**config.mk**
```make
export PLATFORM = sky130hd
export DESIGN_NAME = lcd_hd44780_ctrl_flat
export DESIGN_NICKNAME = d
export VERILOG_FILES = /design/src/rtl/lcd_hd44780_ctrl_if.sv /design/src/rtl/lcd_hd44780_ctrl.sv /design/src/flat_wrapper.sv
export SDC_FILE = /design/constraint.sdc
export NUM_CORES = 1
export LEC_CHECK = 0
export CORE_MARGIN = 2
export CORE_UTILIZATION = 25
export CTS_BUF_LIST = sky130_fd_sc_hd__clkbuf_4
export CTS_CLUSTER_DIAMETER = 150
export DETAILED_ROUTE_END_ITERATION = 8
export HOLD_SLACK_MARGIN = 0.1
export SLEW_MARGIN = 20
export SYNTH_ARGS = -nofsm -noshare
export SYNTH_HDL_FRONTEND = slang
export SYNTH_SLANG_ARGS = --single-unit
```
**constraint.sdc**
```tcl
create_clock -name clk -period 8.6 [get_ports clk]
set_clock_uncertainty 0.1 [all_clocks]
set_input_delay 0.86 -clock clk [delete_from_list [all_inputs] [get_ports clk]]
set_output_delay 0.86 -clock clk [all_outputs]
set_load 0.03 [all_outputs]
```
**src/rtl/lcd_hd44780_ctrl_if.sv**
```systemverilog
// Byte-write handshake between the Nios-side requester and the HD44780 sequencer.
interface lcd_hd44780_ctrl_if;
    logic       cmd_valid;
    logic       cmd_rs;
    logic [7:0] cmd_data;
    logic       cmd_ready;

    modport master (output cmd_valid, output cmd_rs, output cmd_data, input cmd_ready);
    modport slave  (input cmd_valid, input cmd_rs, input cmd_data, output cmd_ready);
endinterface

```
**src/rtl/lcd_hd44780_ctrl.sv**
```systemverilog
// HD44780 16x2 LCD sequencer: power-up init list, then command/data byte writes with EN timing.
// Define LCD_AUTOWRAP_EN to track the cursor and insert a line-change command after column 15.
module lcd_hd44780_ctrl #(
    parameter int POWERUP_CYC = 750000,
    parameter int SETUP_CYC   = 4,
    parameter int EN_CYC      = 25,
    parameter int HOLD_CYC    = 4,
    parameter int EXEC_SHORT  = 2000,
    parameter int EXEC_LONG   = 82000,
    parameter int CNT_W       = 20
) (
    input  logic              clk,
    input  logic              reset_n,
    lcd_hd44780_ctrl_if.slave cmd,
    output logic              init_done_o,
    input  logic              bl_en_i,
    output logic              lcd_on_o,
    output logic              lcd_blon_o,
    output logic              lcd_en_o,
    output logic              lcd_rw_o,
    output logic              lcd_rs_o,
    output logic [7:0]        lcd_data_o
);

    // state     | meaning
    // PWRUP     | post-reset power-on wait (counts up from the cleared counter)
    // INIT_LOAD | fetch next init byte
    // SETUP     | RS/DATA settle, EN low
    // ENH       | EN strobe high
    // HOLD      | EN low, RS/DATA held
    // EXEC      | LCD execution delay
    // IDLE      | waiting for a requester byte
    typedef enum logic [2:0] {
        PWRUP, INIT_LOAD, SETUP, ENH, HOLD, EXEC, IDLE
    } state_t;

    localparam logic [CNT_W-1:0] PWR_LAST = CNT_W'(POWERUP_CYC - 1);
    localparam logic [CNT_W-1:0] SETUP_LD = CNT_W'(SETUP_CYC - 1);
    localparam logic [CNT_W-1:0] EN_LD    = CNT_W'(EN_CYC - 1);
    localparam logic [CNT_W-1:0] HOLD_LD  = CNT_W'(HOLD_CYC - 1);
    localparam logic [CNT_W-1:0] SHORT_LD = CNT_W'(EXEC_SHORT - 1);
    localparam logic [CNT_W-1:0] LONG_LD  = CNT_W'(EXEC_LONG - 1);

    state_t           state_q, state_d;
    logic [CNT_W-1:0] cnt_q, cnt_d;
    logic [2:0]       idx_q, idx_d;
    logic             done_q, done_d;
    logic             rs_q, rs_d;
    logic [7:0]       data_q, data_d;
    logic             en_q, en_d;
    logic             ready_q, ready_d;
    logic             on_q, blon_q;

    logic             load;
    logic             ld_rs;
    logic [7:0]       ld_data;
    logic             wrap_go;
    logic [7:0]       wrap_byte;
    logic             tc;
    logic             exec_long;

    function automatic logic [7:0] init_byte(input logic [2:0] k);
        case (k)
            3'd0, 3'd1, 3'd2: return 8'h38;
            3'd3:             return 8'h0C;
            3'd4:             return 8'h01;
            default:          return 8'h06;
        endcase
    endfunction

    assign tc        = (cnt_q == '0);
    assign exec_long = !rs_q && (data_q == 8'h01 || data_q == 8'h02 || data_q == 8'h03);

    always_comb begin
        state_d = state_q;
        cnt_d   = cnt_q;
        idx_d   = idx_q;
        done_d  = done_q;
        load    = 1'b0;
        ld_rs   = 1'b0;
        ld_data = init_byte(idx_q);

        case (state_q)
            PWRUP: begin
                if (cnt_q == PWR_LAST) state_d = INIT_LOAD;
                else                   cnt_d   = cnt_q + CNT_W'(1);
            end
            INIT_LOAD: begin
                load    = 1'b1;
                state_d = SETUP;
            end
            SETUP: begin
                if (tc) state_d = ENH;
                else    cnt_d   = cnt_q - CNT_W'(1);
            end
            ENH: begin
                if (tc) state_d = HOLD;
                else    cnt_d   = cnt_q - CNT_W'(1);
            end
            HOLD: begin
                if (tc) state_d = EXEC;
                else    cnt_d   = cnt_q - CNT_W'(1);
            end
            EXEC: begin
                if (!tc) begin
                    cnt_d = cnt_q - CNT_W'(1);
                end else if (!done_q) begin
                    if (idx_q == 3'd5) begin
                        done_d  = 1'b1;
                        state_d = IDLE;
                    end else begin
                        idx_d   = idx_q + 3'd1;
                        state_d = INIT_LOAD;
                    end
                end else if (wrap_go) begin
                    // Line-change command goes straight out, keeping the requester stalled.
                    load    = 1'b1;
                    ld_data = wrap_byte;
                    state_d = SETUP;
                end else begin
                    state_d = IDLE;
                end
            end
            IDLE: begin
                if (ready_q && cmd.cmd_valid) begin
                    load    = 1'b1;
                    ld_rs   = cmd.cmd_rs;
                    ld_data = cmd.cmd_data;
                    state_d = SETUP;
                end
            end
            default: state_d = PWRUP;
        endcase

        rs_d   = load ? ld_rs : rs_q;
        data_d = load ? ld_data : data_q;

        if (state_d != state_q) begin
            case (state_d)
                SETUP:   cnt_d = SETUP_LD;
                ENH:     cnt_d = EN_LD;
                HOLD:    cnt_d = HOLD_LD;
                EXEC:    cnt_d = exec_long ? LONG_LD : SHORT_LD;
                default: cnt_d = '0;
            endcase
        end

        en_d    = (state_d == ENH);
        ready_d = (state_d == IDLE) && done_d;
    end

    always_ff @(posedge clk or negedge reset_n) begin
        if (!reset_n) begin
            state_q <= PWRUP;
            cnt_q   <= '0;
            idx_q   <= '0;
            done_q  <= 1'b0;
            rs_q    <= 1'b0;
            data_q  <= '0;
            en_q    <= 1'b0;
            ready_q <= 1'b0;
            on_q    <= 1'b0;
            blon_q  <= 1'b0;
        end else begin
            state_q <= state_d;
            cnt_q   <= cnt_d;
            idx_q   <= idx_d;
            done_q  <= done_d;
            rs_q    <= rs_d;
            data_q  <= data_d;
            en_q    <= en_d;
            ready_q <= ready_d;
            on_q    <= 1'b1;
            blon_q  <= bl_en_i;
        end
    end

`ifdef LCD_AUTOWRAP_EN
    logic       line_q, line_d;
    logic [3:0] col_q, col_d;
    logic       wrap_q, wrap_d;

    // Cursor follows every byte as it is loaded, init bytes included.
    always_comb begin
        line_d = line_q;
        col_d  = col_q;
        wrap_d = wrap_q;
        if (load) begin
            wrap_d = ld_rs && (col_q == 4'hF);
            if (ld_rs) begin
                col_d = col_q + 4'd1;
            end else if (ld_data[7]) begin
                line_d = ld_data[6];
                col_d  = ld_data[3:0];
            end else if (ld_data[7:2] == 6'd0 && ld_data[1:0] != 2'd0) begin
                line_d = 1'b0;
                col_d  = 4'd0;
            end
        end
    end

    always_ff @(posedge clk or negedge reset_n) begin
        if (!reset_n) begin
            line_q <= 1'b0;
            col_q  <= '0;
            wrap_q <= 1'b0;
        end else begin
            line_q <= line_d;
            col_q  <= col_d;
            wrap_q <= wrap_d;
        end
    end

    assign wrap_go   = wrap_q;
    assign wrap_byte = line_q ? 8'h80 : 8'hC0;
`else
    assign wrap_go   = 1'b0;
    assign wrap_byte = 8'h80;
`endif

    assign cmd.cmd_ready = ready_q;
    assign init_done_o   = done_q;
    assign lcd_on_o      = on_q;
    assign lcd_blon_o    = blon_q;
    assign lcd_en_o      = en_q;
    assign lcd_rw_o      = 1'b0;
    assign lcd_rs_o      = rs_q;
    assign lcd_data_o    = data_q;

endmodule

```
**src/flat_wrapper.sv**
```systemverilog
// flat-port wrapper written by rule: the top's interface ports become plain ports
module lcd_hd44780_ctrl_flat 
#(
    parameter int POWERUP_CYC = 750000,
    parameter int SETUP_CYC   = 4,
    parameter int EN_CYC      = 25,
    parameter int HOLD_CYC    = 4,
    parameter int EXEC_SHORT  = 2000,
    parameter int EXEC_LONG   = 82000,
    parameter int CNT_W       = 20
)
  (clk, reset_n, init_done_o, bl_en_i, lcd_on_o, lcd_blon_o, lcd_en_o, lcd_rw_o, lcd_rs_o, lcd_data_o, cmd_cmd_valid, cmd_cmd_rs, cmd_cmd_data, cmd_cmd_ready);
  lcd_hd44780_ctrl_if cmd_i ();
  input  logic clk;
  input  logic reset_n;
  output logic init_done_o;
  input  logic bl_en_i;
  output logic lcd_on_o;
  output logic lcd_blon_o;
  output logic lcd_en_o;
  output logic lcd_rw_o;
  output logic lcd_rs_o;
  output logic [7:0] lcd_data_o;
  input wire logic [$bits(cmd_i.cmd_valid)-1:0] cmd_cmd_valid;
  input wire logic [$bits(cmd_i.cmd_rs)-1:0] cmd_cmd_rs;
  input wire logic [$bits(cmd_i.cmd_data)-1:0] cmd_cmd_data;
  output wire logic [$bits(cmd_i.cmd_ready)-1:0] cmd_cmd_ready;
  assign cmd_i.cmd_valid = cmd_cmd_valid;
  assign cmd_i.cmd_rs = cmd_cmd_rs;
  assign cmd_i.cmd_data = cmd_cmd_data;
  assign cmd_cmd_ready = cmd_i.cmd_ready;
  lcd_hd44780_ctrl #(.POWERUP_CYC(POWERUP_CYC), .SETUP_CYC(SETUP_CYC), .EN_CYC(EN_CYC), .HOLD_CYC(HOLD_CYC), .EXEC_SHORT(EXEC_SHORT), .EXEC_LONG(EXEC_LONG), .CNT_W(CNT_W)) u_core (.clk(clk), .reset_n(reset_n), .cmd(cmd_i), .init_done_o(init_done_o), .bl_en_i(bl_en_i), .lcd_on_o(lcd_on_o), .lcd_blon_o(lcd_blon_o), .lcd_en_o(lcd_en_o), .lcd_rw_o(lcd_rw_o), .lcd_rs_o(lcd_rs_o), .lcd_data_o(lcd_data_o));
endmodule
```
[Word level (Yosys, flattened, before mapping)]
Cells that the tools add are included.
Widths: inputs -> output; s select.
Storage, ports and cells
  register bits: 40
  input bits: 13
  output and inout port bits: 15
  logic and storage cells: 79
Cells by class
  add/subtract/negate cells: 3
  equality and inequality tests: 23
  mux-type cells: 26
  bitwise gates (word level): 2
  reduce and logical (&&, ||, !) cells: 15
Operator list (number)
  $mux 20: 3
  $pmux 20 s3: 1
  $pmux 20 s2: 1
  $eq 3x3->1 const B: 8
  $mux 3: 8
  $pmux 3 s7: 1
  $add 20x1->20 const B: 1
  $eq 20x20->1 const B: 1
  $logic_not 20->1: 1
  $sub 20x1->20 const B: 1
  $eq 3x2->1 const B: 6
  $pmux 6 s3: 1
  $mux 17: 1
  $eq 8x2->1 const B: 2
  $mux 8: 2
  $eq 8x1->1 const B: 1
  $mux 1: 7
  $eq 3x1->1 const B: 2
  $logic_not 3->1: 2
  $ne 3x3->1 const B: 2
  $reduce_and 4->1: 1
  $reduce_or 4->1: 1
  $add 3x1->3 const B: 1
  $logic_and 1x1->1: 3
  9 further kinds: 11

[Longest topological paths before layout]
Gate-level depths: netlist of run 1.
  word-level depth: 9
  gate-level depth with buffers: 13
  mapped depth without buffers: 11

[Least setup slack after synthesis of run 1]
OpenSTA, ideal clock, no wires.
  path kind: reg-to-reg
  from: register u_core.state_q[1]
  to: register u_core.cnt_q[18]
  arrival time: 3.615 ns
  data required time: 8.379 ns
  slack: 4.764 ns
  stages on the path, launching flop included: 14
  path buffers: 2
  clock period less this slack: 3.836 ns
  cell sequence: dfrtp_1 clkbuf_1 clkbuf_1 nor2b_1 or2_2 fa_1 a211oi_2 o31ai_1 a211o_1 o311a_1 or4_1 a31oi_1 xnor2_1 a22o_1
On the way
  cells in the longest elaborated chain, start to end: 5
  elaborated cells on any way between the ends: 22
  those cells by class: eq/ne (9); mux (9); reduce/logical (4)
RTL lines
  start, declared: line lcd_hd44780_ctrl.sv:44  | state_t state_q, state_d;
  start signal, assigned: line lcd_hd44780_ctrl.sv:165  | state_q <= state_d;
  $eq 3x3->1 (tied with other cells): line lcd_hd44780_ctrl.sv:83  | case (state_q)
  $pmux 3 s7: line lcd_hd44780_ctrl.sv:83
  $ne 3x3->1: line lcd_hd44780_ctrl.sv:138  | if (state_d != state_q) begin
  $ne 3x3->1 (no source line) or $reduce_bool 3->1 (tied branches)
  $reduce_and 3->1 (no source line)
  end signal, assigned: line lcd_hd44780_ctrl.sv:166  | cnt_q <= cnt_d;
  end, declared: line lcd_hd44780_ctrl.sv:45  | logic [CNT_W-1:0] cnt_q, cnt_d;
Parallel ways exist; a longest one is shown, timed or not.
A chain may end at the register's enable or synchronous reset.

[Worst setup path after layout of run 1]
Ends and elaborated chain as after synthesis.

==> results.py, run 1 <==
metrics = {
    "floorplanning": {
        "io_pins": 28,
        "fp.dieH_um": 110.5,
        "coreArea_um2": 10940,
        "die_w_um": 110.5,
        "start_util_pct": 25.93,
        "dieArea_um2": 12210,
        "row_count": 38,
    },
    "critical_path": {
        "r2r_start": "u_core.state_q[1]",
        "cp_slowest_cell": "dfrtp_1",
        "r2r_cells": 11,
        "crit_path_max_fanout": 20,
        "cp-start-kind": "register",
        "slowest_delay_ps": 630,
        "worstPathCellList": "nor2b_1 -> or2_2 -> ha_1 -> a211oi_2 -> o31ai_1 -> a211o_1 -> o311a_1 -> or4_1 -> a31oi_1 -> xnor2_1 -> a22o_1",
        "crit_required_ps": 8750,
        "timing.rr.end": "u_core.cnt_q[18]",
        "rrSetupSlack_ps": 4580,
        "cp-end-kind": "register",
        "cp.arrival_ps": 4170,
        "critPathKind": "reg -> reg",
    },
    "logic_synthesis": {
        "syn_area_um2": 2835,
        "syn_nets": 364,
        "yosysSeqAreaShare_pct": 35.30,
        "synth.area.top_cells": "dfrtp_1, ha_1, a21oi_1",
        "ys_async_sr_fraction_pct": 100.0,
        "synth_commonest_cells": "a21oi_1, dfrtp_1, nand2_1, nor2_1, ha_1",
        "netlist.area_leader.share_pct": 35.30,
        "synth_cell_types": 53,
        "ys_ff_latch": 40,
        "ys.warnings.count": 0,
        "synth_ff_type": "dfrtp_1",
        "synth.avg_cell_area_um2": 8.670,
        "synth_edf_count": 0,
        "syn_inst": 327,
        "synth_top_area_cell": "dfrtp_1",
    },
    "final_layout": {
        "syn_to_final_growth_pct": 18.40,
        "drive_above_1_share_pct": 4.843,
        "fin_area_um2": 3357,
        "antenna_cells": 0,
        "fillerInstances": 1169,
        "stdcell_count": 491,
        "finalNetCount": 387,
    },
    "timing": {
        "setup_viol": 0,
        "tns_ps": 0,
        "layout_min_cycle_time_ps": 4024,
        "hold_violations": 0,
        "fmaxAchievable_mhz": 248.5,
        "maxSlewViolCount": 0,
        "slew_headroom_pct": 38.40,
        "post-route-period-util_pct": 46.79,
        "rsz0062_at_grt": "no",
        "max_slew.worst_pin.slew_ps": 920.6,
    },
    "routing": {
        "drc": 0,
        "via_count": 2470,
        "via_per_inst": 5.031,
        "ant_nets": 0,
        "drt_iter0_markers": 144,
        "wl_per_cell_um": 13.66,
        "firstDrtPassIters": 4,
        "drt-total-wl_um": 6707,
    },
    "placement": {
        "portBuffers": 26,
        "placed_cells": 483,
        "gp_congestion": 0.8373,
        "place_area_um2": 3229,
        "dp_hpwl_um": 5024,
    },
    "pwr": {
        "p_int_mw": 0.3136,
        "power_leakage_nw": 1.360,
        "finalPower_mw": 0.3853,
        "p_sw_mw": 0.07167,
        "seq_power_share_pct": 49.0,
        "cellPowerDensity_nw_per_um2": 114.8,
        "clock_power_share_pct": 48.1,
        "power_frac_comb_pct": 3.0,
        "p_sw_share_pct": 18.60,
        "ir_drop_v": 0.00008992,
    },
    "clock_network": {
        "numCtsBuffers": 5,
        "post-cts-setup-buffers": 0,
        "htree_levels": 2,
        "cts_root_buf": "clkbuf_4",
        "cts_resized": 0,
        "clockBufferDepth": 2,
        "clock_latency_ps": 360,
        "cts_sinks": 40,
        "cts_tree": "done",
        "holdBufCountCts": 0,
        "clkTransAtPathRegs_ps": 120,
    },
    "global_route": {
        "grt_overflow": 0,
        "antenna_found_initial": 0,
        "first_global_vias": 2365,
        "gr-usage-all-layers_pct": 10.92,
        "grt_pass1_wl_um": 11520,
        "grt_max_degree": 41,
    },
    "min_path": {
        "worstHoldPathCells": 1,
        "hold_class": "reg -> reg",
        "hp-start": "u_core.init_done_o",
        "min_to": "u_core.init_done_o",
    },
    "run_status": {
        "outcome": "completed",
    },
    "run": {
        "maxCapViolCount": 0,
    },
}
-- worst max-delay path: cells and delay by family (launching register included) --
| kind | cells | cell delay (ps) |
|---|---|---|
| compound gates | 6 | 1510 |
| xor+xnor | 1 | 80 |
| fa+ha+maj | 1 | 390 |
| flops | 1 | 630 |
| simple gates | 3 | 1210 |
-- layer usage --
layer / GRT usage [%] / vias to the layer above / wire (um)
li1: - / 1248 / -
met1: 15.47 / 1177 / 3384
met2: 17.71 / 39 / 3060
met3: 1.921 / 6 / 210
met4: 1.750 / 0 / 52
met5: 0 / - / 0
-- through the flow --
step / hold slack (ps) / util [%] / setup slack (ps)
2_1_floorplan: 393.8 / - / 4764
5_1_grt: 486.7 / 30.70 / 4302
3_3_place_gp: 410.0 / 29.53 / 4713
3_5_place_dp: 406.9 / 29.53 / 4610
6_report: 433.7 / 30.70 / 4576
4_1_cts: 438.5 / 30.70 / 4586
-- worst max-delay path by stage --
stage	startpoint	to	slack [ps]	cells past startpoint
after CTS	u_core.state_q[1]	u_core.cnt_q[18]	4590	11
after global routing	u_core.state_q[1]	u_core.cnt_q[18]	4300	11
final	u_core.state_q[1]	u_core.cnt_q[18]	4580	11
after floorplan	u_core.state_q[1]	u_core.cnt_q[18]	4760	13
after detailed placement	u_core.state_q[1]	u_core.cnt_q[18]	4610	11
after global placement	u_core.state_q[1]	u_core.cnt_q[18]	4710	11
-- flip-flops by register name, indices dropped and copies added, names as in the netlist --
signal                flops
u_core.cnt_q             20
u_core.lcd_data_o         8
u_core.idx_q              3
u_core.state_q            3
u_core.cmd.cmd_ready      1
u_core.init_done_o        1
u_core.lcd_blon_o         1
u_core.lcd_en_o           1
u_core.lcd_on_o           1
u_core.lcd_rs_o           1
-- power groups by stage --
stage          clock network, mW  registers [mW]  logic (mW)
2_1_floorplan                  0           0.193     0.00102
3_3_place_gp                   0           0.192      0.0119
3_5_place_dp                   0           0.192      0.0119
4_1_cts                    0.190           0.189      0.0120
5_1_grt                    0.196           0.189      0.0129
6_report                   0.185           0.189      0.0115
-- layout make-up --
type	count	area (um^2)	share of cell area (%)
clock buffer	5	37.54	1.118
inverter	13	48.80	1.454
tap	140	175.2	5.218
multi-input combinational	262	1734	51.66
clock inverter	3	90.09	2.684
sequential	40	1001	29.82
timing repair buffer	28	270.3	8.051
-- logic make-up after synthesis --
| group | Yosys count | share of synthesized area [%] |
|---|---|---|
| flip-flops | 40 | 35.30 |
| AO/OA/AOI/OAI | 108 | 24.76 |
| buffers and inverters | 25 | 3.531 |
| XOR/XNOR | 15 | 4.634 |
| other | 2 | 0.2649 |
| multiplexers | 2 | 0.7502 |
| adder cells (fa/ha/maj) | 25 | 11.21 |
| AND/OR/NAND/NOR | 110 | 19.55 |
-- placed cells by master, fill, tap and decap left out, drive strengths merged, types with 3 or more instances in the layout --
cell and count:
o31ai 4, clkbuf 5, bufinv 3, nor3b 4, nand2 33, a221o 6
inv 13, ha 23, clkdlybuf4s50 25, nand3 5, and4 3, or2 3
a21oi 40, nor2b 5, a211o 3, and2 3, a21o 7, nor4 7
and3 3, nand4 4, dfrtp 40, xor2 4, o21a 4, buf 3
nor2 25, o21ai 20, xnor2 11, a31oi 3, a22o 6, nor3 7
Power figures use the tool's default switching activity.
==> inputs of run 2 (changes only) <==
==> constraint.sdc (replaced) <==
create_clock -name clk -period 3.4 [get_ports clk]
set_clock_uncertainty 0.1 [all_clocks]
set_input_delay 0.34 -clock clk [delete_from_list [all_inputs] [get_ports clk]]
set_output_delay 0.34 -clock clk [all_outputs]
set_load 0.03 [all_outputs]
==> results.py, run 2 (synthesis results as in run 1) <==
metrics = {
    "run": {
        "maxCapViolCount": 0,
    },
    "timing": {
        "setup_viol": 0,
        "fmaxAchievable_mhz": 306.1,
        "max_slew.worst_pin.slew_ps": 911.0,
        "slew_headroom_pct": 39.27,
        "rsz0062_at_grt": "yes",
        "post-route-period-util_pct": 96.08,
        "hold_violations": 0,
        "fin_ws_ps": 133.2,
        "maxSlewViolCount": 0,
        "layout_min_cycle_time_ps": 3267,
    },
    "pwr": {
        "seq_power_share_pct": 62.9,
        "p_sw_mw": 0.1830,
        "cellPowerDensity_nw_per_um2": 221.0,
        "p_int_mw": 0.5754,
        "clock_power_share_pct": 33.1,
        "p_sw_share_pct": 24.13,
        "power_leakage_nw": 1.399,
        "power_frac_comb_pct": 4.0,
        "ir_drop_v": 0.0001493,
    },
    "placement": {
        "gp_congestion": 0.8181,
        "dp_hpwl_um": 5471,
        "portBuffers": 26,
        "placed_cells": 495,
        "post-place-ws_ps": 102.4,
        "place_area_um2": 3337,
    },
    "floorplanning": {
        "fp.dieH_um": 110.5,
        "io_pins": 28,
        "start_util_pct": 25.93,
        "row_count": 38,
        "dieArea_um2": 12210,
        "die_w_um": 110.5,
        "coreArea_um2": 10940,
    },
    "final_layout": {
        "fillerInstances": 1156,
        "fin_area_um2": 3432,
        "layout_common_cells": "a21oi_1, dfrtp_1, nand2_1",
        "multiInputGateArea_um2": 1787,
        "drive_above_1_share_pct": 9.366,
        "syn_to_final_growth_pct": 21.05,
        "stdcell_count": 503,
        "antenna_cells": 0,
        "top_register": "u_core.cnt_q",
        "finalNetCount": 400,
        "largest_reg_flops": 20,
        "seq_area_um2": 1001,
    },
    "clock_network": {
        "cts_root_buf": "clkbuf_4",
        "cts_sinks": 40,
        "cts_tree": "done",
        "clkTransAtPathRegs_ps": 130,
        "numCtsBuffers": 5,
        "htree_levels": 2,
        "clock_latency_ps": 370,
        "post-cts-setup-buffers": 0,
        "clockBufferDepth": 2,
    },
    "min_path": {
        "min_to": "u_core.lcd_blon_o",
        "hold_class": "in -> reg",
        "worstHoldPathCells": 1,
        "hp-start": "bl_en_i",
    },
    "critical_path": {
        "slowest_delay_ps": 410,
        "timing.rr.end": "u_core.cnt_q[18]",
        "cp_slowest_cell": "dfrtp_1",
        "cp-start-kind": "register",
        "cp.arrival_ps": 3430,
        "r2r_start": "u_core.state_q[2]",
        "cp-end-kind": "register",
        "rrSetupSlack_ps": 130,
        "crit_path_max_fanout": 9,
        "worstPathCellList": "nor2b_1 -> or2_4 -> fa_2 -> a211oi_2 -> o31ai_1 -> a211o_1 -> o311a_1 -> or4_1 -> a31oi_1 -> xnor2_1 -> a22o_1",
        "cp_top_family": "compound AO/OA/AOI/OAI gates",
        "r2r_cells": 11,
        "crit_required_ps": 3570,
        "cp.buffers_inverters": 0,
        "critPathKind": "reg -> reg",
    },
    "routing": {
        "drt_iter0_markers": 143,
        "via_count": 2551,
        "drt-total-wl_um": 7242,
        "drc": 0,
        "ant_nets": 0,
        "firstDrtPassIters": 5,
        "via_per_inst": 5.072,
        "wl_per_cell_um": 14.40,
    },
    "global_route": {
        "first_global_vias": 2459,
        "grt_overflow": 0,
        "grt_pass1_wl_um": 12320,
        "grt_max_degree": 41,
        "antenna_found_initial": 0,
        "gr-usage-all-layers_pct": 12.05,
    },
    "run_status": {
        "outcome": "completed",
    },
}
==> run 2: cell count changes in the layout (fill, tap and decap cells not counted), moves of 3 or more <==
cell / change
buf_4: +12
bufinv_16: -3
ha_4: +3
ha_1: -3
==> run 2: what timing repair did <==
action                                 in CTS  in global routing
hold buffers                                1                  0
resized for setup                           0                  4
endpoints found under the hold margin      40                  0
setup endpoints to repair                   0                  2
==> run 2: worst max-delay path by stage <==
| stage | slack [ps] | depth (start not counted) | endpoint | from |
|---|---|---|---|---|
| after detailed placement | 100 | 11 | u_core.cnt_q[18] | u_core.state_q[1] |
| after CTS | 80 | 11 | u_core.cnt_q[18] | u_core.state_q[2] |
| after global routing | -40 | 11 | u_core.cnt_q[18] | u_core.state_q[2] |
| after floorplan | 10 | 12 | u_core.cnt_q[18] | u_core.state_q[2] |
| final | 130 | 11 | u_core.cnt_q[18] | u_core.state_q[2] |
| after global placement | 150 | 11 | u_core.cnt_q[18] | u_core.state_q[1] |
==> run 2: area by class of cell <==
class                      instances  share of cell area, %
tap                              140                  5.104
timing repair buffer              41                  10.79
sequential                        40                  29.17
clock inverter                     1                 0.1458
clock buffer                       6                  1.312
inverter                          13                  1.422
multi-input combinational        262                  52.06
==> run 2: power by group through the flow <==
| stage | sequential (mW) | combinational [mW] | clock [mW] |
|---|---|---|---|
| 3_5_place_dp | 0.486 | 0.0306 | 0 |
| 3_3_place_gp | 0.486 | 0.0303 | 0 |
| 4_1_cts | 0.477 | 0.0318 | 0.261 |
| 5_1_grt | 0.477 | 0.0338 | 0.286 |
| 2_1_floorplan | 0.489 | 0.00257 | 0 |
| 6_report | 0.477 | 0.0305 | 0.251 |
==> run 2: metal layers <==
layer  vias up  global-route usage (%)  share of wire [%]  wire (um)
met1      1230                   16.03                 47       3400
met5         -                       0                  0          0
met4         0                   2.250               0.87         63
met2        45                   20.29                 48       3482
li1       1269                       -                  -          -
met3         7                   2.634                4.1        296
==> run 2: per-stage QoR <==
stage	TNS, ps	total power [mW]	util, %	hold WS [ps]
after global routing	-41.82	0.7975	31.38	293.1
after detailed placement	0	0.5169	30.51	404.1
after global placement	0	0.5165	30.51	412.6
final	0	0.7584	31.38	299.4
after floorplan	0	0.4915	-	-55.59
after CTS	0	0.7702	31.06	293.0
==> inputs of run 3 (changes only) <==
--- a/config.mk
+++ b/config.mk
@@ -7,7 +7,6 @@
 export LEC_CHECK = 0
 export CORE_MARGIN = 2
 export CORE_UTILIZATION = 25
-export CTS_BUF_LIST = sky130_fd_sc_hd__clkbuf_4
 export CTS_CLUSTER_DIAMETER = 150
 export DETAILED_ROUTE_END_ITERATION = 8
 export HOLD_SLACK_MARGIN = 0.1
==> results.py, run 3 (synthesis results as in run 1) <==
metrics = {
    "critical_path": {
        "worstPathCellList": "nor2b_1 -> or2_4 -> fa_2 -> a211oi_2 -> o31ai_1 -> a211o_1 -> o311a_1 -> or4_1 -> a31oi_1 -> xnor2_1 -> a22o_1",
        "cp_top_family": "compound AO/OA/AOI/OAI gates",
        "cp.arrival_ps": 3330,
        "cp-end-kind": "register",
        "crit_path_max_fanout": 9,
        "cp_slowest_cell": "fa_2",
        "cp-start-kind": "register",
        "slowest_delay_ps": 410,
        "rrSetupSlack_ps": 140,
        "critPathKind": "reg -> reg",
        "cp.buffers_inverters": 0,
        "crit_required_ps": 3470,
    },
    "floorplanning": {
        "row_count": 38,
        "fp.dieH_um": 110.5,
        "dieArea_um2": 12210,
        "io_pins": 28,
        "die_w_um": 110.5,
        "coreArea_um2": 10940,
        "start_util_pct": 25.93,
    },
    "timing": {
        "holdWs_ps": 86.08,
        "setup_viol": 0,
        "post-route-period-util_pct": 95.87,
        "maxSlewViolCount": 0,
        "slew_headroom_pct": 39.72,
        "fmaxAchievable_mhz": 306.8,
        "max_slew.worst_pin.slew_ps": 904.2,
        "rsz0062_at_grt": "yes",
        "hold_violations": 0,
        "layout_min_cycle_time_ps": 3260,
    },
    "placement": {
        "placed_cells": 495,
        "place_area_um2": 3337,
        "portBuffers": 26,
        "gp_congestion": 0.8181,
        "dp_hpwl_um": 5471,
    },
    "routing": {
        "wl_per_cell_um": 14.27,
        "drt_iter0_markers": 151,
        "drc": 0,
        "drt-total-wl_um": 7164,
        "via_per_inst": 5.066,
        "ant_nets": 0,
        "firstDrtPassIters": 4,
        "via_count": 2543,
    },
    "clock_network": {
        "clock_latency_ps": 280,
        "clockBufferDepth": 2,
        "cts_sinks": 40,
        "cts_root_buf": "clkbuf_16",
        "post-cts-setup-buffers": 0,
        "clkTransAtPathRegs_ps": 60,
        "cts_tree": "done",
        "htree_levels": 2,
        "numCtsBuffers": 5,
    },
    "run": {
        "maxCapViolCount": 0,
    },
    "final_layout": {
        "antenna_cells": 0,
        "finalNetCount": 399,
        "syn_to_final_growth_pct": 23.65,
        "largest_reg_flops": 20,
        "drive_above_1_share_pct": 9.116,
        "stdcell_count": 502,
        "layout_common_cells": "a21oi_1, dfrtp_1, nand2_1",
        "fin_util_pct": 32.06,
        "top_register": "u_core.cnt_q",
        "fin_area_um2": 3506,
    },
    "global_route": {
        "antenna_found_initial": 0,
        "grt_pass1_wl_um": 12240,
        "grt_use_met3_pct": 2.634,
        "grt_busiest_layer": "met2",
        "met1_usage_pct": 15.83,
        "first_global_vias": 2457,
        "gr-usage-all-layers_pct": 11.94,
        "use_met2_pct": 20.37,
        "grt_max_degree": 41,
        "grt_overflow": 0,
    },
    "pwr": {
        "cellPowerDensity_nw_per_um2": 272.1,
        "power_leakage_nw": 1.430,
        "finalPower_mw": 0.9539,
        "ir_drop_v": 0.0002090,
    },
    "min_path": {
        "hold_class": "in -> async",
    },
    "run_status": {
        "outcome": "completed",
    },
}
run 3: repair_timing:
action,4_1_cts,5_1_grt
resized for setup,0,4
setup endpoints to repair,0,2
hold buffers,0,0
run 3: path summary, 6_finish.rpt:
kind                                          from  cells after the start              endpoint
worst max-delay path             u_core.state_q[1]                     11      u_core.cnt_q[18]
worst min-delay path                       reset_n                      1  u_core.lcd_data_o[3]
worst max register to register   u_core.state_q[1]                     11      u_core.cnt_q[18]
worst min register to register  u_core.init_done_o                      1    u_core.init_done_o
max in group asynchronous                  reset_n                      1      u_core.cnt_q[10]
min in group clk                           bl_en_i                      1     u_core.lcd_blon_o
run 3: layout make-up:
| class | count | area, um^2 |
|---|---|---|
| fill | 1145 | 7430 |
| multi-input combinational | 262 | 1787 |
| sequential | 40 | 1001 |
| timing repair buffer | 40 | 360.3 |
| tap | 140 | 175.2 |
| clock buffer | 6 | 128.9 |
| inverter | 13 | 48.80 |
| clock inverter | 1 | 5.005 |
run 3: per-stage QoR:
| step | TNS (ps) | worst slack (ps) |
|---|---|---|
| detailed placement | 0 | 102.4 |
| finish | 0 | 140.3 |
| floorplan | 0 | 14.94 |
| CTS | 0 | 97.34 |
| global route | -19.12 | -19.12 |
| global placement | 0 | 154.0 |
run 3: metal layers:
metal,wire length [um],share of wire (%),vias to the layer above
met5,0,0,-
met4,40,0.56,0
met3,290,4.0,6
met2,3492,49,45
met1,3341,47,1224
li1,-,-,1268
run 3: where the power goes:
| group | switching (mW) | internal (mW) |
|---|---|---|
| registers | 0.000327 | 0.477 |
| clock network | 0.180 | 0.267 |
| logic | 0.0161 | 0.0136 |
